`src/rtl/mem_arbiter.sv`:
```
// Shares one single-port memory between the instruction-fetch port and the load/store port.
// Define MEM_ARB_RR_EN for round-robin arbitration; default is fixed data-port priority.
//
// state   | meaning
// --------+------------------------------------------------------------
// ST_IDLE | no access in flight; a pending request issues at the next edge
// ST_BUSY | access in flight; cnt_q counts down to the response cycle (cnt_q==1)

module mem_arbiter #(
  parameter int ADDR_W  = 32,
  parameter int DATA_W  = 32,
  parameter int MEM_LAT = 1
) (
  input  logic                  clk,
  input  logic                  reset,
  input  logic                  if_req,
  input  logic [ADDR_W-1:0]     if_addr,
  output logic                  if_gnt,
  output logic                  if_rvalid,
  output logic [DATA_W-1:0]     if_rdata,
  input  logic                  d_req,
  input  logic                  d_we,
  input  logic [ADDR_W-1:0]     d_addr,
  input  logic [DATA_W-1:0]     d_wdata,
  input  logic [DATA_W/8-1:0]   d_be,
  output logic                  d_gnt,
  output logic                  d_rvalid,
  output logic [DATA_W-1:0]     d_rdata,
  output logic                  mem_en,
  output logic                  mem_we,
  output logic [ADDR_W-1:0]     mem_addr,
  output logic [DATA_W-1:0]     mem_wdata,
  output logic [DATA_W/8-1:0]   mem_be,
  input  logic [DATA_W-1:0]     mem_rdata
);

  localparam int BE_W = DATA_W / 8;
  // Loaded in the mem_en cycle so that cnt_q==1 lands MEM_LAT cycles later.
  localparam logic [3:0] CNT_LOAD = 4'(MEM_LAT + 1);

  typedef enum logic {ST_IDLE, ST_BUSY} state_t;

  state_t              state_q, state_d;
  logic [3:0]          cnt_q, cnt_d;
  logic                own_data_q, own_data_d;
  logic                if_gnt_q, if_gnt_d;
  logic                d_gnt_q, d_gnt_d;
  logic                mem_en_q, mem_en_d;
  logic                mem_we_q, mem_we_d;
  logic [ADDR_W-1:0]   mem_addr_q, mem_addr_d;
  logic [DATA_W-1:0]   mem_wdata_q, mem_wdata_d;
  logic [BE_W-1:0]     mem_be_q, mem_be_d;

  logic rsp_cycle;
  logic issue_slot;
  logic any_req;
  logic pick_data;

  assign rsp_cycle  = (state_q == ST_BUSY) && (cnt_q == 4'd1);
  assign issue_slot = (state_q == ST_IDLE) || rsp_cycle;
  assign any_req    = if_req || d_req;

`ifdef MEM_ARB_RR_EN
  logic last_data_q, last_data_d;
  // On a tie, the port that was not served last wins.
  assign pick_data = d_req && (!if_req || !last_data_q);
`else
  assign pick_data = d_req;
`endif

  always_comb begin
    state_d     = state_q;
    cnt_d       = cnt_q;
    own_data_d  = own_data_q;
    if_gnt_d    = 1'b0;
    d_gnt_d     = 1'b0;
    mem_en_d    = 1'b0;
    mem_we_d    = 1'b0;
    mem_addr_d  = mem_addr_q;
    mem_wdata_d = mem_wdata_q;
    mem_be_d    = mem_be_q;
`ifdef MEM_ARB_RR_EN
    last_data_d = last_data_q;
`endif

    if ((state_q == ST_BUSY) && (cnt_q != 4'd0)) begin
      cnt_d = cnt_q - 4'd1;
    end
    if (rsp_cycle) begin
      state_d = ST_IDLE;
    end

    if (issue_slot && any_req) begin
      state_d    = ST_BUSY;
      cnt_d      = CNT_LOAD;
      own_data_d = pick_data;
      mem_en_d   = 1'b1;
`ifdef MEM_ARB_RR_EN
      last_data_d = pick_data;
`endif
      if (pick_data) begin
        d_gnt_d     = 1'b1;
        mem_we_d    = d_we;
        mem_addr_d  = d_addr;
        mem_wdata_d = d_we ? d_wdata : '0;
        mem_be_d    = d_we ? d_be : '1;
      end else begin
        if_gnt_d    = 1'b1;
        mem_addr_d  = if_addr;
        mem_wdata_d = '0;
        mem_be_d    = '1;
      end
    end
  end

  always_ff @(posedge clk or negedge reset) begin
    if (!reset) begin
      state_q     <= ST_IDLE;
      cnt_q       <= 4'd0;
      own_data_q  <= 1'b0;
      if_gnt_q    <= 1'b0;
      d_gnt_q     <= 1'b0;
      mem_en_q    <= 1'b0;
      mem_we_q    <= 1'b0;
      mem_addr_q  <= '0;
      mem_wdata_q <= '0;
      mem_be_q    <= '0;
`ifdef MEM_ARB_RR_EN
      last_data_q <= 1'b0;
`endif
    end else begin
      state_q     <= state_d;
      cnt_q       <= cnt_d;
      own_data_q  <= own_data_d;
      if_gnt_q    <= if_gnt_d;
      d_gnt_q     <= d_gnt_d;
      mem_en_q    <= mem_en_d;
      mem_we_q    <= mem_we_d;
      mem_addr_q  <= mem_addr_d;
      mem_wdata_q <= mem_wdata_d;
      mem_be_q    <= mem_be_d;
`ifdef MEM_ARB_RR_EN
      last_data_q <= last_data_d;
`endif
    end
  end

  assign if_gnt    = if_gnt_q;
  assign d_gnt     = d_gnt_q;
  assign mem_en    = mem_en_q;
  assign mem_we    = mem_we_q;
  assign mem_addr  = mem_addr_q;
  assign mem_wdata = mem_wdata_q;
  assign mem_be    = mem_be_q;

  // Read data is routed straight from memory and gated to zero outside the response cycle.
  assign if_rvalid = rsp_cycle && !own_data_q;
  assign d_rvalid  = rsp_cycle && own_data_q;
  assign if_rdata  = if_rvalid ? mem_rdata : '0;
  assign d_rdata   = d_rvalid ? mem_rdata : '0;

endmodule

```
`config.mk`:
```
export PLATFORM = sky130hd
export DESIGN_NAME = mem_arbiter
export DESIGN_NICKNAME = d
export VERILOG_FILES = /design/src/rtl/mem_arbiter.sv
export SDC_FILE = /design/constraint.sdc
export NUM_CORES = 1
export LEC_CHECK = 0
export ABC_AREA = 1
export BUFFER_PORTS_ARGS = -buffer_cell sky130_fd_sc_hd__buf_2
export CAP_MARGIN = 20
export CORE_AREA = 2 2 107 109
export CTS_BUF_LIST = sky130_fd_sc_hd__clkbuf_8
export CTS_CLUSTER_SIZE = 8
export DETAILED_ROUTE_END_ITERATION = 12
export DIE_AREA = 0 0 109 111
export PLACE_DENSITY = 0.73
export SLEW_MARGIN = 20
export SYNTH_ARGS = -nofsm -noshare
export SYNTH_HDL_FRONTEND = slang
export SYNTH_SLANG_ARGS = --single-unit
```
`constraint.sdc`:
```
create_clock -name clk -period 1.28 [get_ports clk]
set_input_delay 0.256 -clock clk [delete_from_list [all_inputs] [get_ports clk]]
set_output_delay 0.256 -clock clk [all_outputs]
set_load 0.02 [all_outputs]
```
==> impl_results.md, run 1 <==
* Top layer in use: met4
* Max-cap violations at 0
* IO Count at 275
* Startpoint Class: flip-flop
* Largest net degree at the start of global routing at 79
* F_max at 514 MHz
* Lkg Pwr at 3.93 nW
* Largest area contributor in the netlist: dfrtp_1
* CP max FO at 7
* Yosys cell types at 23
* Peak VDD IR at 0.00128 V
* Final Slew Violations at 0
* Post-synth top area share at 0.510
* Drt pass-1 iters at 5
* Synth Area per Inst at 8.39 µm²
* Dominant synthesized flop cell: dfrtp_1
* Vias post-DR at 4494
* CP max stage cell: dfrtp_1
* Slew @ Worst Pin at 0.705 ns
* Met1 wire length at 5490 µm
* Slowest stage delay, CP at 0.39 ns
* Filler instances at 827
* CTS tree: done
* Post-DP HPWL at 9120 µm
* Worst setup margin at -0.664 ns
* Register area share after synthesis at 0.510
* CP Capture Type: primary output
* 1st-iter DRT viols at 174
* Nets at 918
* Final Hold Viols at 0
* Starting Density at 0.345
* First-pass GRT wire length at 22300 µm
* Met3 WL post-DR at 1130 µm
* Routed WL per cell at 16.0 µm
* Async SR Flop Fraction at 1.00
* Critical Path RT at 1.02 ns
* GRT Total Usage at 0.239
* # port buffers at 274
* Worst-path clk slew at 0.08 ns
* Crit path top cell by count: buf_6
* Tcrit/Tclk final at 1.52
* Final WL at 14800 µm
* Vias in the first global route at 4412
* Worst-case clock skew at 0.00851 ns
* Antenna violations before repair at 0
* Pwr/cell area at 2220 nW/µm²
* Clock H-tree levels at 3
* Largest cells by area after synthesis: dfrtp_1 51%, mux2i_1 8.4%, nand2_1 7.9%
* Max Buffers Root-to-Sink at 2
* CTS Sinks at 78
* Die X at 109 µm
* Final RePlAce weighted congestion at 0.783
* Die Y at 111 µm
* Status: complete, but fails checks
* Post-synth EDFFs at 0
* CTS buffer count at 9
* Critical path arrival at 1.69 ns
* Crit-path cells: inv_2 > ha_4 > nand4_1 > buf_6 > clkbuf_16 > nor2_2 > buf_6
* Vias per cell at 4.85
* Critical path class: flip-flop to primary output
* Tmin final at 1.94 ns
* Final setup TNS at -66.07 ns
* Global route overflow at 0
* Post-route ant nets at 0
* FP Rows at 39
* CORE AREA at 11100 µm²
* Final core utilization at 0.680
* Synth Cell Area at 3820 µm²
* Die area at 12100 µm²
* Tot Pwr at 16.7 mW
* Synth Net Count at 595
* Slew Limit Headroom at 0.530
* Synth-to-Final Area Change at 96.9%
* Count of final setup violators at 144
* Synthesis-stage register bit count at 78
* # diodes at 0
* Routed wl met2 at 7810 µm
* Number of synthesis warnings at 0
* RSZ-0062 raised after global routing: true
* Residual DRC at 0
* Failing checks: setup timing
* Clock Latency Late Sink at 0.34 ns
* Mapped Cells at 456
* Min-delay worst type: primary input to flip-flop
* Layout cells sized above 1 at 0.567
* CTS root buf: clkbuf_8
stage by stage:
step	cells	worst slack (ns)	hold WS (ns)	instance area, µm²
CTS	917	-0.639	0.146	7080
floorplan	456	-0.298	-0.0396	4260
global route	926	-0.726	0.152	7530
detailed placement	867	-0.292	0.314	5830
global placement	867	-0.258	0.309	5830
finish	926	-0.664	0.163	7530
placed cells by master (no fill, tap or decap), types with 13 or more instances in the layout:
cell type | synthesis | routed
buf_12 | 0 | 22
nor2_4 | 0 | 52
inv_1 | 41 | 39
o21ai_1 | 12 | 41
buf_4 | 1 | 33
mux2i_1 | 32 | 32
dfrtp_1 | 78 | 78
nand3_1 | 35 | 34
buf_6 | 7 | 60
buf_16 | 0 | 19
buf_2 | 10 | 207
o21ai_2 | 0 | 15
nand2_1 | 80 | 77
nor2_1 | 72 | 13
timing repair:
action,4_1_cts,5_1_grt
buffers inserted,13,7
endpoints found under the hold margin,78,0
pin swaps,2,2
hold buffers,1,0
gates resized for setup,132,112
setup endpoints to repair,142,144
gates cloned,21,2
layout make-up:
cell class,instances,area (µm²),share of cell area
well taps,143,179,0.0238
flip-flops and latches,78,1950,0.259
clock buffers,10,138,0.0183
repair buffers,343,2960,0.393
multi-input cells,306,2090,0.278
inverters,41,161,0.0214
clock inverters,5,51.3,0.00681
cell families after synthesis:
kind of cell	count (synthesis)	share of synthesized area
AND/OR/NAND/NOR	198	0.213
flip-flops	78	0.510
buffers and inverters	75	0.0923
AO/OA/AOI/OAI	71	0.0939
multiplexers	32	0.0838
adder cells (fa/ha/maj)	2	0.00654
path summary, 6_finish.rpt:
kind	from	to	slack, ns	cells after the start
max in group asynchronous	reset	mem_addr[23]	0.48	3
max reg2reg	cnt_q[2]	mem_addr[29]	-0.42	9
min in group asynchronous	reset	mem_addr[9]	0.46	3
max	cnt_q[1]	d_rdata[0]	-0.66	7
min reg2reg	mem_addr[13]	mem_addr[13]	0.48	2
min	d_wdata[4]	mem_wdata[4]	0.16	3
per-layer routing:
layer | global-route usage | vias up
li1 | - | 2125
met1 | 0.276 | 2123
met2 | 0.431 | 218
met3 | 0.0464 | 28
met4 | 0.0803 | 0
met5 | 0 | -
state kept, by name (all words and copies together) (netlist names), 4 cells and up:
signal,cells
mem_wdata,32
mem_addr,32
mem_be,4
cnt_q,4
cells in the mapped netlist, types with 3 or more instances:
master / count
mux2i_1: 32
buf_2: 10
o21ai_1: 12
nor2_1: 72
o21ai_0: 56
buf_6: 7
clkbuf_1: 14
dfrtp_1: 78
nand4_1: 3
nand2_1: 80
nand3_1: 35
nor3_1: 4
inv_1: 41
power breakdown:
| part | switching (mW) | internal, mW | leakage (nW) |
|---|---|---|---|
| logic | 5.43 | 5.22 | 2.84 |
| clock network | 0.871 | 0.930 | 0.0993 |
| registers | 0.673 | 3.57 | 0.997 |
worst max-delay path: cells and delay by family, from the launching register on:
family	cells	cell delay, ns
fa+ha+maj	1	0.15
simple gates	2	0.24
buf+inv	4	0.56
flops	1	0.39
(Power assumes the default switching activity.)
==> run 2: changes to the inputs <==
- SKIP_CTS_REPAIR_TIMING: unset -> 1
==> impl_results.md, run 2 (synthesis gave the netlist of run 1 again) <==
* Status: complete, but fails checks
* Failing checks: setup timing
* Crit path top cell by count: nor2_4
* Cell Count, Final, Fillers Out at 916
* Die Y at 111 µm
* Critical Path RT at 1.02 ns
* Critical path class: flip-flop to primary output
* Synth-to-Final Area Change at 91.2%
* Post-route ant nets at 0
* IO Count at 275
* Final RePlAce weighted congestion at 0.783
* Drt pass-1 iters at 4
* Final core utilization at 0.660
* Peak VDD IR at 0.00130 V
* Largest net degree at the start of global routing at 79
* Slowest stage delay, CP at 0.39 ns
* CP Capture Type: primary output
* Most common library cell in the layout ignoring fill and taps: buf_2
* Vias per cell at 4.84
* Global route overflow at 0
* Placed Cells at 867
* 1st-iter DRT viols at 202
* Final Slew Violations at 0
* CP max FO at 16
* Die X at 109 µm
* Nets at 908
* CTS buffer count at 9
* Worst setup margin at -0.637 ns
* CTS tree: done
* Critical path buffer and inverter count at 4
* Slew @ Worst Pin at 0.702 ns
* Clock H-tree levels at 3
* GRT Total Usage at 0.194
* CTS root buf: clkbuf_8
* Lkg Pwr at 3.81 nW
* Startpoint Class: flip-flop
* Crit-path cells: inv_2 > ha_4 > nand3_4 > nor2_4 > inv_4 > buf_12 > nor2_4 > buf_6
* Count of final setup violators at 142
* First-pass GRT wire length at 18400 µm
* Max Buffers Root-to-Sink at 2
* Post-DP HPWL at 9120 µm
* Residual DRC at 0
* F_max at 522 MHz
* Filler instances at 860
* Layout cells sized above 1 at 0.564
* CORE AREA at 11100 µm²
* Critical path arrival at 1.66 ns
* Tot Pwr at 15.5 mW
* Tcrit/Tclk final at 1.50
* Vias in the first global route at 3949
* Setup Slack @ Placement at -0.292 ns
* Fin Hold WS at 0.166 ns
* Most frequent cells in the layout: 207 x buf_2, 78 x nand2_1, 78 x dfrtp_1
* # port buffers at 274
* # diodes at 0
* Worst-case clock skew at 0.00860 ns
* Antenna violations before repair at 0
* Final Hold Viols at 0
* RSZ-0062 raised after global routing: true
* CP delay by family, top: buffers and inverters
* Pwr/cell area at 2120 nW/µm²
* Final WL at 14900 µm
* FP Rows at 39
* CP max stage cell: dfrtp_1
* Clock Latency Late Sink at 0.34 ns
* Vias post-DR at 4431
* Worst-path clk slew at 0.08 ns
* Die area at 12100 µm²
* Slew Limit Headroom at 0.532
* Starting Density at 0.345
* Tmin final at 1.92 ns
* CTS Sinks at 78
* Max-cap violations at 0
* Routed WL per cell at 16.3 µm
* Min-delay worst type: primary input to flip-flop
[run 2: routing by layer]
layer  part of all wire  track usage
met5                  0            0
met4              0.028       0.0675
met3              0.079       0.0470
met2               0.51        0.355
met1               0.38        0.214
[run 2: layout make-up]
class | instances | area (µm²) | share of cell area
clock inverters | 5 | 51.3 | 0.00702
clock buffers | 10 | 138 | 0.0188
inverters | 41 | 161 | 0.0221
repair buffers | 333 | 2690 | 0.368
multi-input cells | 306 | 2140 | 0.292
flip-flops and latches | 78 | 1950 | 0.267
well taps | 143 | 179 | 0.0245
[run 2: per-stage QoR]
stage	TNS (ns)	cell area, µm²
2_1_floorplan	-16.95	4260
3_3_place_gp	-19.31	5830
3_5_place_dp	-23.40	5830
4_1_cts	-49.73	6020
5_1_grt	-74.17	7310
6_report	-60.79	7310
[run 2: path summary, 6_finish.rpt]
| check | start | to | slack (ns) | cells after the start |
|---|---|---|---|---|
| worst min-delay path | d_wdata[4] | mem_wdata[4] | 0.17 | 3 |
| worst max register to register | cnt_q[2] | mem_wdata[14] | -0.36 | 9 |
| max in group asynchronous | reset | mem_addr[26] | 0.48 | 3 |
| worst max-delay path | cnt_q[1] | if_rdata[4] | -0.64 | 8 |
| worst min register to register | mem_addr[7] | mem_addr[7] | 0.48 | 2 |
| min in group asynchronous | reset | mem_addr[8] | 0.45 | 3 |
[run 2: worst reg2reg max path, stage by stage (launching register included)]
cell and delay (ns):
dfrtp_1 0.41, nor2_4 0.16, buf_4 0.13, nand2_1 0.08, nand2_4 0.17, buf_12 0.14, nand2_8 0.09, clkbuf_16 0.23
nand2_1 0.05, o21ai_0 0.08
[run 2: report_power, final]
part	total [mW]	switching [mW]	internal [mW]
logic	9.47	5.20	4.27
clock network	1.81	0.878	0.930
registers	4.22	0.653	3.57
total	15.5	6.73	8.77
